--- src/rtl/abs_diff_err_sweep.sv ---
// abs_diff_err_sweep: exhaustive-sweep error evaluator for approximate |a-b| circuits
// Drives every input vector, samples the combinational outputs, and accumulates max/sum/violation counts.
module abs_diff_err_sweep #(
    parameter int          N_IN  = 4,
    parameter int          N_OUT = 3,
    parameter int unsigned ET    = 3
) (
    input  logic                  clk,
    input  logic                  rst_n,
    input  logic                  start,
    output logic [N_IN-1:0]       vec,
    input  logic [N_OUT-1:0]      approx,
    output logic                  busy,
    output logic                  done,
    output logic [N_OUT-1:0]      max_err,
    output logic [N_IN+N_OUT-1:0] sum_err,
    output logic [N_IN:0]         err_cnt,
    output logic                  pass
);
    localparam int W = N_IN / 2;

    typedef enum logic [1:0] {IDLE, SWEEP, DRAIN, DONE} state_t;
    state_t state, state_nx;

    logic                 go;
    logic                 s1_valid;
    logic [N_IN-1:0]      s1_vec;
    logic [N_OUT-1:0]     s1_approx;
    logic [W-1:0]         op_a, op_b, diff;
    logic [N_OUT-1:0]     exact, err;
    logic                 viol;

    assign go = start && (state == IDLE || state == DONE);

    always_ff @(posedge clk or negedge rst_n)
        if (!rst_n) state <= IDLE;
        else state <= state_nx;

    always_comb begin
        state_nx = state;
        case (state)
            IDLE, DONE: state_nx = start ? SWEEP : state;
            SWEEP:      state_nx = (vec == '1) ? DRAIN : SWEEP;
            DRAIN:      state_nx = DONE;
            default:    state_nx = IDLE;
        endcase
    end

    // Stage 2 error computation from the stage-1 capture
    assign op_a  = s1_vec[W-1:0];
    assign op_b  = s1_vec[N_IN-1:W];
    assign diff  = (op_a >= op_b) ? op_a - op_b : op_b - op_a;
    assign exact = N_OUT'(diff);
    assign err   = (exact >= s1_approx) ? exact - s1_approx : s1_approx - exact;
    assign viol  = 32'(err) > ET;

    always_ff @(posedge clk or negedge rst_n)
        if (!rst_n) begin
            vec       <= '0;
            busy      <= 1'b0;
            done      <= 1'b0;
            s1_valid  <= 1'b0;
            s1_vec    <= '0;
            s1_approx <= '0;
            max_err   <= '0;
            sum_err   <= '0;
            err_cnt   <= '0;
        end else begin
            s1_valid  <= state == SWEEP;
            s1_vec    <= vec;
            s1_approx <= approx;
            if (go) begin
                vec     <= '0;
                busy    <= 1'b1;
                done    <= 1'b0;
                max_err <= '0;
                sum_err <= '0;
                err_cnt <= '0;
            end else begin
                if (state == SWEEP) vec <= vec + N_IN'(1);
                if (state == DONE) begin
                    busy <= 1'b0;
                    done <= 1'b1;
                end
                if (s1_valid) begin
                    max_err <= (err > max_err) ? err : max_err;
                    sum_err <= sum_err + (N_IN+N_OUT)'(err);
                    err_cnt <= err_cnt + (N_IN+1)'(viol);
                end
            end
        end

    assign pass = done && (err_cnt == '0);
endmodule

--- config.mk ---
export PLATFORM = sky130hd
export DESIGN_NAME = abs_diff_err_sweep
export DESIGN_NICKNAME = d
export VERILOG_FILES = /design/src/rtl/abs_diff_err_sweep.sv
export SDC_FILE = /design/constraint.sdc
export NUM_CORES = 1
export LEC_CHECK = 0
export ABC_CLOCK_PERIOD_IN_PS = 7500
export CAP_MARGIN = 20
export CORE_MARGIN = 2
export CORE_UTILIZATION = 57
export CTS_CLUSTER_SIZE = 16
export DETAILED_ROUTE_END_ITERATION = 10
export PLACE_DENSITY_LB_ADDON = 0.2
export SLEW_MARGIN = 25
export SYNTH_ARGS = -nofsm -noshare
export SYNTH_HDL_FRONTEND = slang
export SYNTH_SLANG_ARGS = --single-unit
--- constraint.sdc ---
create_clock -name clk -period 7.5 [get_ports clk]
set_input_delay 1.5 -clock clk [delete_from_list [all_inputs] [get_ports clk]]
set_output_delay 1.5 -clock clk [all_outputs]
set_load 0.05 [all_outputs]
* Yosys cells after proc, flatten, opt, wreduce, memory -nomap -nowiden
Index checks and enable logic that the tools add are counted.
Word-level totals: register bits after elaboration 31, bits of input ports 6, word-level logic and storage cells 55, output and inout port bits 22
Cells by class: $add $sub $neg 7, reductions and logical operators 11, $lt $le $gt $ge 4, equality and inequality tests 5, mux-type cells 18
Operators by type and width (number):
- $mux 7 | 2
- $mux 3 | 4
- $mux 5 | 2
- $mux 4 | 2
- $reduce_bool 2->1 | 4
- $add 7x3->7 | 1
- $mux 2 | 3
- $pmux 2 s3 | 1
- $add 5x1->5 | 1
- $logic_not 5->1 | 1
- $add 4x1->4 const B | 1
- $eq 2x2->1 const B | 2
- $eq 4x4->1 const B | 1
- $mux 1 | 4
- $sub 2x2->2 | 2
- $ge 2x3->1 | 1
- $gt 3x2->1 const B | 1
- $gt 3x3->1 | 1
- $sub 2x3->3 | 1
- $sub 3x2->3 | 1
- $eq 2x1->1 const B | 1
- $ge 2x2->1 | 1
- $logic_and 1x1->1 | 2
- $logic_not 2->1 | 1
- 4 further kinds | 4

* Logic depth before layout (Yosys ltp)
depth in word-level cells 8, gate-level depth with buffers 14, mapped depth without buffers 14

* Worst setup path after synthesis
Ideal clock, no wire load.
path kind register to output, start point reg err_cnt[3], end point out pass, cell stages (with the launch flop) 3, path buffers 0, required time 6.000 ns, setup slack 3.802 ns, arrival time 2.198 ns, path through dfrtp_1 > or4b_1 > nor3_1
On the way: cells in the longest elaborated chain, start to end 2
RTL lines:
- from (decl) | line 17 | output logic [N_IN:0] err_cnt,
- from (signal assigned) | line 88 | err_cnt <= err_cnt + (N_IN+1)'(viol);
- $logic_not 5->1 | line 93 | assign pass = done && (err_cnt == '0);
- $logic_and 1x1->1 | line 93
- to (decl) | line 18 | output logic pass
No other way between the ends.

* Worst setup path after layout
Same ends and word-level chain as after synthesis.

==> impl_results.md <==
- DRC Markers: 0
- Final Max Slew Viols: 0
- TritonRoute pass-1 iters: 6
- Post-Synthesis Cells: 160
- Synth area leaders: dfrtp_1 (45%), ha_1 (14%), fa_1 (4.6%)
- Place WS: 4050 ps
- Drt total wl: 3.207 mm
- Final ANT Viol Nets: 0
- CP Capture Type: output pin
- First-pass GRT wire length: 5.692 mm
- Ports: 28
- Routed WL per cell: 14.38 um
- #FFs+latches synth: 31
- Flop2flop setup slack: 4040 ps
- Fin crit period: 3776 ps
- Crit-path max cell delay: 830 ps
- Post-synthesis sequential area ratio: 44.93%
- Max Clock Freq: 264.8 MHz
- Via count: 1,252
- Antenna violations before repair: 0
- # clock sinks: 31
- Final design utilization: 72.89%
- Global Route Usage Sum: 22.50%
- Area leader, netlist: dfrtp_1
- Largest net degree at the start of global routing: 32
- Die width: 59.04 um
- Worst Reg2Reg Path Length in Cells: 14
- CTS clk-pin slew, worst paths: 90 ps
- Least-Margin Pin Slew: 706.1 ps
- Chip Height: 59.04 um
- Share of cells above drive strength 1: 6.250%
- Row count: 19
- Kind of critical path: register to output pin
- Post-CTS Repair Setup Buffers: 0
- Total die area: 0.003486 mm^2
- Status: complete, no violations
- Vias in the first global route: 1,299
- Mapped cell area: 0.001727 mm^2
- Clock Path Buffers: 2
- Async S/R FF share, synth: 100.0%
- Worst EP arrival: 2280 ps
- Filler cell count: 221
- Final Worst Setup Slack: 3724 ps
- DP Area: 0.002012 mm^2
- Critical path's slowest cell: clkdlybuf4s50_1
- CTS tree: built
- RSZ-0062 raised after global routing: false
- Synth Area per Inst: 10.79 um^2
- Setup TNS: 0 ps
- Post-CTS Resized: 0
- Reg2reg end: max_err[1]$_DFFE_PN0P_
- Gr ovfl total: 0
- Final Hold Vio Count: 0
- ANT cells: 0
- Number of distinct library cells after synthesis: 35
- Worst path cell trace: or4b_1 -> nor3_1 -> clkdlybuf4s50_1
- # nets final: 221
- EDFF count, synth: 0
- Max Cap Viol: 0
- Total CTS buffers: 5
- Design Area, Final: 0.002062 mm^2
- Avg Vias per Cell: 5.614
- Share of the synthesized area in the top cell type: 44.93%
- Syn-to-layout area delta: 19.42%
- Crit path launch type: register
- H-tree levels: 2
- CTS Hold Bufs: 0
- Tcrit/Tclk final: 50.35%
- Clk Latency, worst-skew pair: 340 ps
- Iteration-0 DRC Markers: 42
- Dominant synthesized flop cell: dfrtp_1
- YS warnings: 0
- Hold Path Sink: s1_vec[1]$_DFF_PN0_
- Worst Min Path Start: vec[1]$_DFFE_PN0P_
- Setup violators final: 0
- Final Skew: 10.41 ps
- Worst reg2reg startpoint: s1_vec[0]$_DFF_PN0_
- Dpl hpwl: 2.403 mm
- Synth Net Count: 190
- Core box area: 0.002829 mm^2
- Port bufs: 27
- CP required: 6000 ps
- Placer congestion estimate: 0.7867
- Max-slew headroom: 52.93%
- CTS Root Buffer Type: clkbuf_4
- Hold depth: 0
- Worst hold path class: register to register
- Starting Density: 61.03%
- Crit-path max FO: 4
-- stage by stage --
step / hold WS [ps] / std cells
floorplan: 529.4 / 160
global placement: 432.9 / 215
detailed placement: 450.7 / 215
CTS: 479.4 / 223
global route: 491.6 / 223
finish: 470.4 / 223
-- layer usage --
layer / up-vias / GRT usage, % / wire [um]
li1: 600 / - / -
met1: 613 / 26.79 / 1383
met2: 32 / 38.25 / 1631
met3: 7 / 5.022 / 122
met4: 0 / 11.36 / 70
met5: - / 0 / 0
-- cell families (layout without fill, tap and decap cells) --
family | count (synthesis) | in the layout | share of synthesized area (%)
AO/OA/AOI/OAI | 23 | 23 | 8.116
XOR/XNOR | 9 | 9 | 4.565
adder cells (fa/ha/maj) | 24 | 24 | 19.13
buffers and inverters | 19 | 51 | 5.072
flip-flops | 31 | 31 | 44.93
multiplexers | 7 | 7 | 4.131
AND/OR/NAND/NOR | 47 | 47 | 14.06
-- how the worst max path moves through the flow --
| stage | from | end | slack [ps] | cells after the start |
|---|---|---|---|---|
| floorplan | err_cnt[3]$_DFFE_PN0P_ | pass | 3800 | 2 |
| global placement | err_cnt[3]$_DFFE_PN0P_ | pass | 4140 | 3 |
| detailed placement | s1_vec[0]$_DFF_PN0_ | max_err[1]$_DFFE_PN0P_ | 4050 | 14 |
| CTS | err_cnt[3]$_DFFE_PN0P_ | pass | 3710 | 3 |
| global route | err_cnt[3]$_DFFE_PN0P_ | pass | 3640 | 3 |
| finish | err_cnt[3]$_DFFE_PN0P_ | pass | 3720 | 3 |
-- area by class of cell --
| type | instances | area, um^2 | area share [%] |
|---|---|---|---|
| repair buffers | 28 | 277.8 | 13.47 |
| flip-flops and latches | 31 | 775.7 | 37.62 |
| multi-input cells | 110 | 863.3 | 41.87 |
| clock inverters | 1 | 5.005 | 0.2427 |
| well taps | 31 | 38.79 | 1.881 |
| inverters | 15 | 56.30 | 2.731 |
| clock buffers | 7 | 45.04 | 2.184 |
-- state kept, by name, summed over array words and instances (netlist names) --
| name | flops |
|---|---|
| done | 1 |
| vec | 4 |
| busy | 1 |
| s1_approx | 3 |
| sum_err | 7 |
| err_cnt | 5 |
| s1_vec | 4 |
| state | 2 |
| s1_valid | 1 |
| max_err | 3 |
-- worst max-delay path, delay by kind of cell, from the launching register on --
family	cells	cell delay [ps]
flip-flops	1	420
buffers and inverters	1	830
AND/OR/NAND/NOR	2	690
-- cell usage in the layout, fill, tap and decap left out, drive strengths merged, types with 4 or more instances in the layout --
master and count:
fa 4, inv 15, clkbuf 7, ha 20, nor3 4, nand2 7, o21ai 7, xor2 6
or3 4, clkdlybuf4s50 27, mux2i 6, nor2 18, a21oi 7, dfrtp 31
-- cells in the mapped netlist (4+ instances only) --
| library cell | number |
|---|---|
| nor2_1 | 18 |
| a21oi_1 | 7 |
| o21ai_0 | 7 |
| xor2_1 | 6 |
| nand2_1 | 6 |
| ha_1 | 20 |
| inv_1 | 15 |
| fa_1 | 4 |
| or3_1 | 4 |
| mux2i_1 | 6 |
| dfrtp_1 | 31 |
Power is left out: the tool's default activity adds up to more than one toggle a clock period on the data nets, which glitch-free logic cannot reach.
